$ cat config.mk
export PLATFORM = sky130hd
export DESIGN_NAME = wb_retire_stage
export DESIGN_NICKNAME = d
export VERILOG_FILES = /design/src/rtl/wb_retire_stage.sv
export SDC_FILE = /design/constraint.sdc
export NUM_CORES = 1
export LEC_CHECK = 0
export ABC_AREA = 1
export BUFFER_PORTS_ARGS = -buffer_cell sky130_fd_sc_hd__buf_2
export CELL_PAD_IN_SITES_DETAIL_PLACEMENT = 1
export CELL_PAD_IN_SITES_GLOBAL_PLACEMENT = 1
export CORE_MARGIN = 4
export CORE_UTILIZATION = 30
export DETAILED_ROUTE_END_ITERATION = 12
export GPL_TIMING_DRIVEN = 0
export PLACE_DENSITY_LB_ADDON = 0.1
export SYNTH_ARGS = -nofsm -noshare
export SYNTH_HDL_FRONTEND = slang
export SYNTH_SLANG_ARGS = --single-unit
$ cat constraint.sdc
create_clock -name clk -period 1.2 [get_ports clk]
set_input_delay 0.24 -clock clk [delete_from_list [all_inputs] [get_ports clk]]
set_output_delay 0.24 -clock clk [all_outputs]
set_load 0.03 [all_outputs]
$ cat src/rtl/wb_retire_stage.sv
// wb_retire_stage: one-entry writeback/retire stage with sticky halt and retire counter
module wb_retire_stage #(
    parameter int DW = 16,
    parameter int RW = 4,
    parameter int CW = 16
) (
    input  logic          clk,
    input  logic          reset,
    input  logic          M_v,
    output logic          M_ready,
    input  logic          M_wen,
    input  logic          M_halt,
    input  logic [RW-1:0] M_rt,
    input  logic [DW-1:0] M_data,
    input  logic          flush,
    input  logic          W_stall,
    output logic          W_v,
    output logic          W_wen,
    output logic [RW-1:0] W_rt,
    output logic [DW-1:0] W_data,
    output logic          isHalt,
    output logic [CW-1:0] W_count
);
    typedef enum logic {RUN, HALTED} state_t;
    state_t        state_q;
    logic          occ_q, wen_q, halt_q;
    logic [RW-1:0] rt_q;
    logic [DW-1:0] data_q;
    logic [CW-1:0] count_q;
    logic          capture;
    assign W_v     = occ_q && !W_stall && state_q == RUN;
    assign M_ready = state_q == RUN && (!occ_q || W_v) && !(occ_q && halt_q);
    assign capture = M_v && M_ready && !flush;
    assign W_wen   = W_v && wen_q;
    assign W_rt    = occ_q ? rt_q : '0;
    assign W_data  = occ_q ? data_q : '0;
    assign isHalt  = state_q == HALTED;
    assign W_count = count_q;
    // Stage entry, run/halt state and retire counter; a retiring halt discards everything behind it
    always_ff @(posedge clk) begin
        if (reset) begin
            state_q <= RUN;
            occ_q   <= 1'b0;
            wen_q   <= 1'b0;
            halt_q  <= 1'b0;
            rt_q    <= '0;
            data_q  <= '0;
            count_q <= '0;
        end else begin
            if (W_v) count_q <= count_q + 1'b1;
            if (W_v && halt_q) begin
                state_q <= HALTED;
                occ_q   <= 1'b0;
            end else if (capture) begin
                occ_q  <= 1'b1;
                wen_q  <= M_wen && !M_halt;
                halt_q <= M_halt;
                rt_q   <= M_rt;
                data_q <= M_data;
            end else if (W_v) begin
                occ_q <= 1'b0;
            end
        end
    end
endmodule
; After elaboration in Yosys (flattened, before gate mapping)
; Cells that the tools add are included.
[totals]
romBits = 0
regBits = 40
memories = 0
latch_bits = 0
word_cells = 33
mem_bits_rw = 0
[classes]
order_cmp = 0
div = 0
n_mux = 4
reduce_logical = 19
n_shift = 0
n_eq_ne = 0
multipliers = 0
n_bitwise = 2
n_addsub = 1
[ops]
columns = cell, n
row1 = "16-bit by 1-bit adder with 16-bit output, second input constant", 1
row2 = 16-bit two-way mux, 1
row3 = 1-bit logical AND, 10
row4 = 1-bit logical NOT, 5
row5 = 4-bit two-way mux, 1
row6 = 1-bit two-way mux, 2
row7 = 1-bit NOT, 2
row8 = 2-bit AND reduction, 1
row9 = 2-bit nonzero test, 1
row10 = 2-bit OR reduction, 1
row11 = 1-bit logical OR, 1

; Logic depth before layout (Yosys ltp)
[logic_depth]
word_depth = 9
depth_mapped = 9
depth_no_buf = 9

; Worst setup path after synthesis
; No wires, ideal clock.
[synth_path]
kind = reg-to-reg
start = reg count_q[0] (netlist: W_count[0])
end = reg count_q[12] (netlist: W_count[12])
n_path_buf = 0
path_slack_ns = -0.354
t_arrival_ns = 1.436
setup_ns = 0.118
period_less_slack_ns = 1.554
stages_incl_launch_ff = 7
required_ns = 1.082
cell_sequence = dfxtp_1 > ha_1 > nand3_1 > nor2_8 > nand3_1 > nor3_1 > nor2_1
[synth_via]
elab_chain_len = 1
[synth_lines]
columns = item, line_no
row1 = "start, declared", 29  ; logic [CW-1:0] count_q;
row2 = "start signal, assigned", 50  ; if (W_v) count_q <= count_q + 1'b1;
row3 = 16-bit by 1-bit adder with 16-bit output, 50
; Every way passes these cells.
; A chain may end at the register's enable or synchronous reset.

; Worst setup path after layout
[layout_path]
start = reg occ_q
end = out W_data[6]
[layout_via]
elab_chain_len = 1
[layout_lines]
columns = item, line_no
row1 = "start, declared", 26  ; logic occ_q, wen_q, halt_q;
row2 = "start signal, assigned", 43  ; occ_q <= 1'b0;
row3 = "start signal, assigned", 53  ; occ_q <= 1'b0;
row4 = "start signal, assigned", 55  ; occ_q <= 1'b1;
row5 = 16-bit two-way mux, 36  ; assign W_data = occ_q ? data_q : '0;
row6 = "end, declared", 20  ; output logic [DW-1:0] W_data,
; Every way passes these cells.

==> out/metrics.cfg <==
[worst_setup_path]
arrival_ns=1.17
setup.worst_path.end_class=primary output
crit_fanout=8
crit_start=occ_q
max_stage_delay_ns=0.35
slowest_stage=dfxtp_2
start_kind=flop
path_class=reg -> out
critPathRequiredTime_ns=0.96
path_cells=buf_12, clkbuf_16, nand2_2, inv_2, buf_6
timing.rr.start=occ_q

[power_and_ir_drop]
power.density_nw_per_um2=1015
ir_drop_mv=0.5800
p_total_mw=3.144
leakage_nw=1.557

[floorplanning]
core_um2=6061
die_h_um=87.88
die_w_um=87.88
pin_count=67
start_util=0.3159
die_area_um2=7723
fp-row-count=28

[clocking]
clock_latency_ns=0.29
clk_pin_slew_ns=0.07
cts.path.max_buffers=2
cts_tree=done
root_buffer=clkbuf_8
cts.sinks=40
cts-buffers-inserted=5
htree_levels=2

[detailed_routing]
drc=0
via_count=1999
ant_nets=0
routedWlPerCell_um=13.15
dr.pass1.iters=4
viasPerCell=4.574
first_iter_violations=54
wirelength_mm=5.745

[run_status]
violations=negative setup slack
outcome=finished, violations left

[global_route]
globalRouteOverflowTotal=0
grt_pass1_wl_mm=9.549
grt_pass1_vias=2090
antenna_found_initial=0
grt_util_all_layers=0.1580
grt_max_degree=13

[sta]
rsz0062_at_grt=true
post-route-period-util=1.178
hold_viol_final=0
clock.fmax_mhz=707.2
tightest_slew_ns=0.6520
finalClockSkew_ns=0.005802
whs_ns=0.2082
slew_headroom=0.5653
setup_viol=59
fin_tns_setup_ns=-9.479
fin_ws_ns=-0.2141
fin_crit_ns=1.414
finalMaxSlewViolations=0

[synth]
ys_seq_area_frac=0.4183
synthCells=278
avgSynthCellArea_um2=6.886
ys_seq_elements=40
syn_area_um2=1914
yosysWarnings=0
synthDistinctLibCells=27
synth_nets=306

[finish]
design_area_um2=3097
fin_nets=390
final_cell_mix=inv_1, buf_2, buf_6
antenna_cells=0
areaGrowthSynthToFinish_pct=61.76
fillers=758
layout-drive-gt1-share=0.5304
final_util=0.5109
fin_cells=437

[placement]
detailedPlace.worstSlack_ns=-0.1403
globalplace.congestion=0.7383
placement.cell_area_um2=2404
hpwl_mm=4.016
io_buffers=65
dp_cells=418

[min_path]
min_path_type=in -> reg
holdCritStartpoint=M_data[6]

[flow_run]
cap_viol_max_count=0

[synth_stat cells]
cell      instances  area share
xor2_1            1      0.0046
o21ai_0          16       0.042
nor3b_1           1      0.0039
inv_1            62        0.12
ha_1              1      0.0065
buf_2             5       0.013
clkbuf_1          4      0.0078
nor2_1           20       0.039
o21bai_1          1      0.0039
nand4_4           1       0.011
nand3_1           7       0.018
dfxtp_1          40        0.42
nand3_4           1      0.0092
o21ai_1          11       0.029
nand4_1           4       0.013
and2_1            1      0.0033
o21bai_2          1      0.0059
nor3_1            4       0.010
nor2_2            3      0.0098
a21oi_1          30       0.078
a21oi_4           1      0.0085
nand2_2           2      0.0065
nor2_4            1      0.0059
buf_4             2      0.0078
inv_2             2      0.0039
nand2_1          55        0.11
nor2_8            1       0.010
[per-layer routing]
metal	up-vias	global-route usage	wire length (um)
met5	-	0	0
met4	0	0.03766	58
met3	6	0.04233	335
met2	46	0.2616	2750
met1	931	0.2049	2600
li1	1016	-	-
[worst paths after layout]
path                 to  slack, ns  cells past startpoint
max           W_data[6]      -0.21                      5
min           data_q[6]       0.21                      3
max reg2reg     rt_q[0]      -0.19                      7
min reg2reg  data_q[12]       0.46                      2
[area by class of cell]
type / count / area, um^2 / share of cell area
buffer: 11 / 128.9 / 0.04162
clock buffer: 6 / 93.84 / 0.03030
clock inverter: 1 / 30.03 / 0.009697
inverter: 64 / 245.2 / 0.07919
multi-input combinational: 163 / 1075 / 0.3471
sequential: 40 / 829.5 / 0.2679
tap: 75 / 93.84 / 0.03030
timing repair buffer: 77 / 600.6 / 0.1939
[worst max-delay path, delay by kind of cell (launching register included)]
| family | cells | cell delay [ns] |
|---|---|---|
| buffers and inverters | 4 | 0.49 |
| flip-flops | 1 | 0.35 |
| AND/OR/NAND/NOR | 1 | 0.05 |
[kinds of logic after synthesis]
group | count (synthesis) | share of synthesized area
AOI/OAI and AO/OA | 60 | 0.1673
DFF | 40 | 0.4183
adders and majority gates | 1 | 0.006535
xor gates and xnor gates | 1 | 0.004576
and+or+nand+nor | 101 | 0.2490
buffers and inverters | 75 | 0.1542
[timing repair]
| item | CTS | global route |
|---|---|---|
| buffers inserted | 8 | 0 |
| gates cloned | 4 | 0 |
| endpoints found under the setup margin | 56 | 64 |
| gates resized for setup | 133 | 37 |
| pin swaps | 7 | 9 |
| hold buffers | 0 | 0 |
[sequential cells by signal, summed over array words and instances (netlist names)]
register and cells:
W_count 16, data_q 16, rt_q 4, halt_q 1, isHalt 1, occ_q 1
wen_q 1
[power breakdown]
part | internal (mW) | leakage, nW | switching [mW]
Sequential | 1.38 | 0.335 | 0.0504
Clock | 0.735 | 0.0624 | 0.467
Combinational | 0.233 | 1.16 | 0.277
No activity file was read; power rests on OpenSTA's default activity.
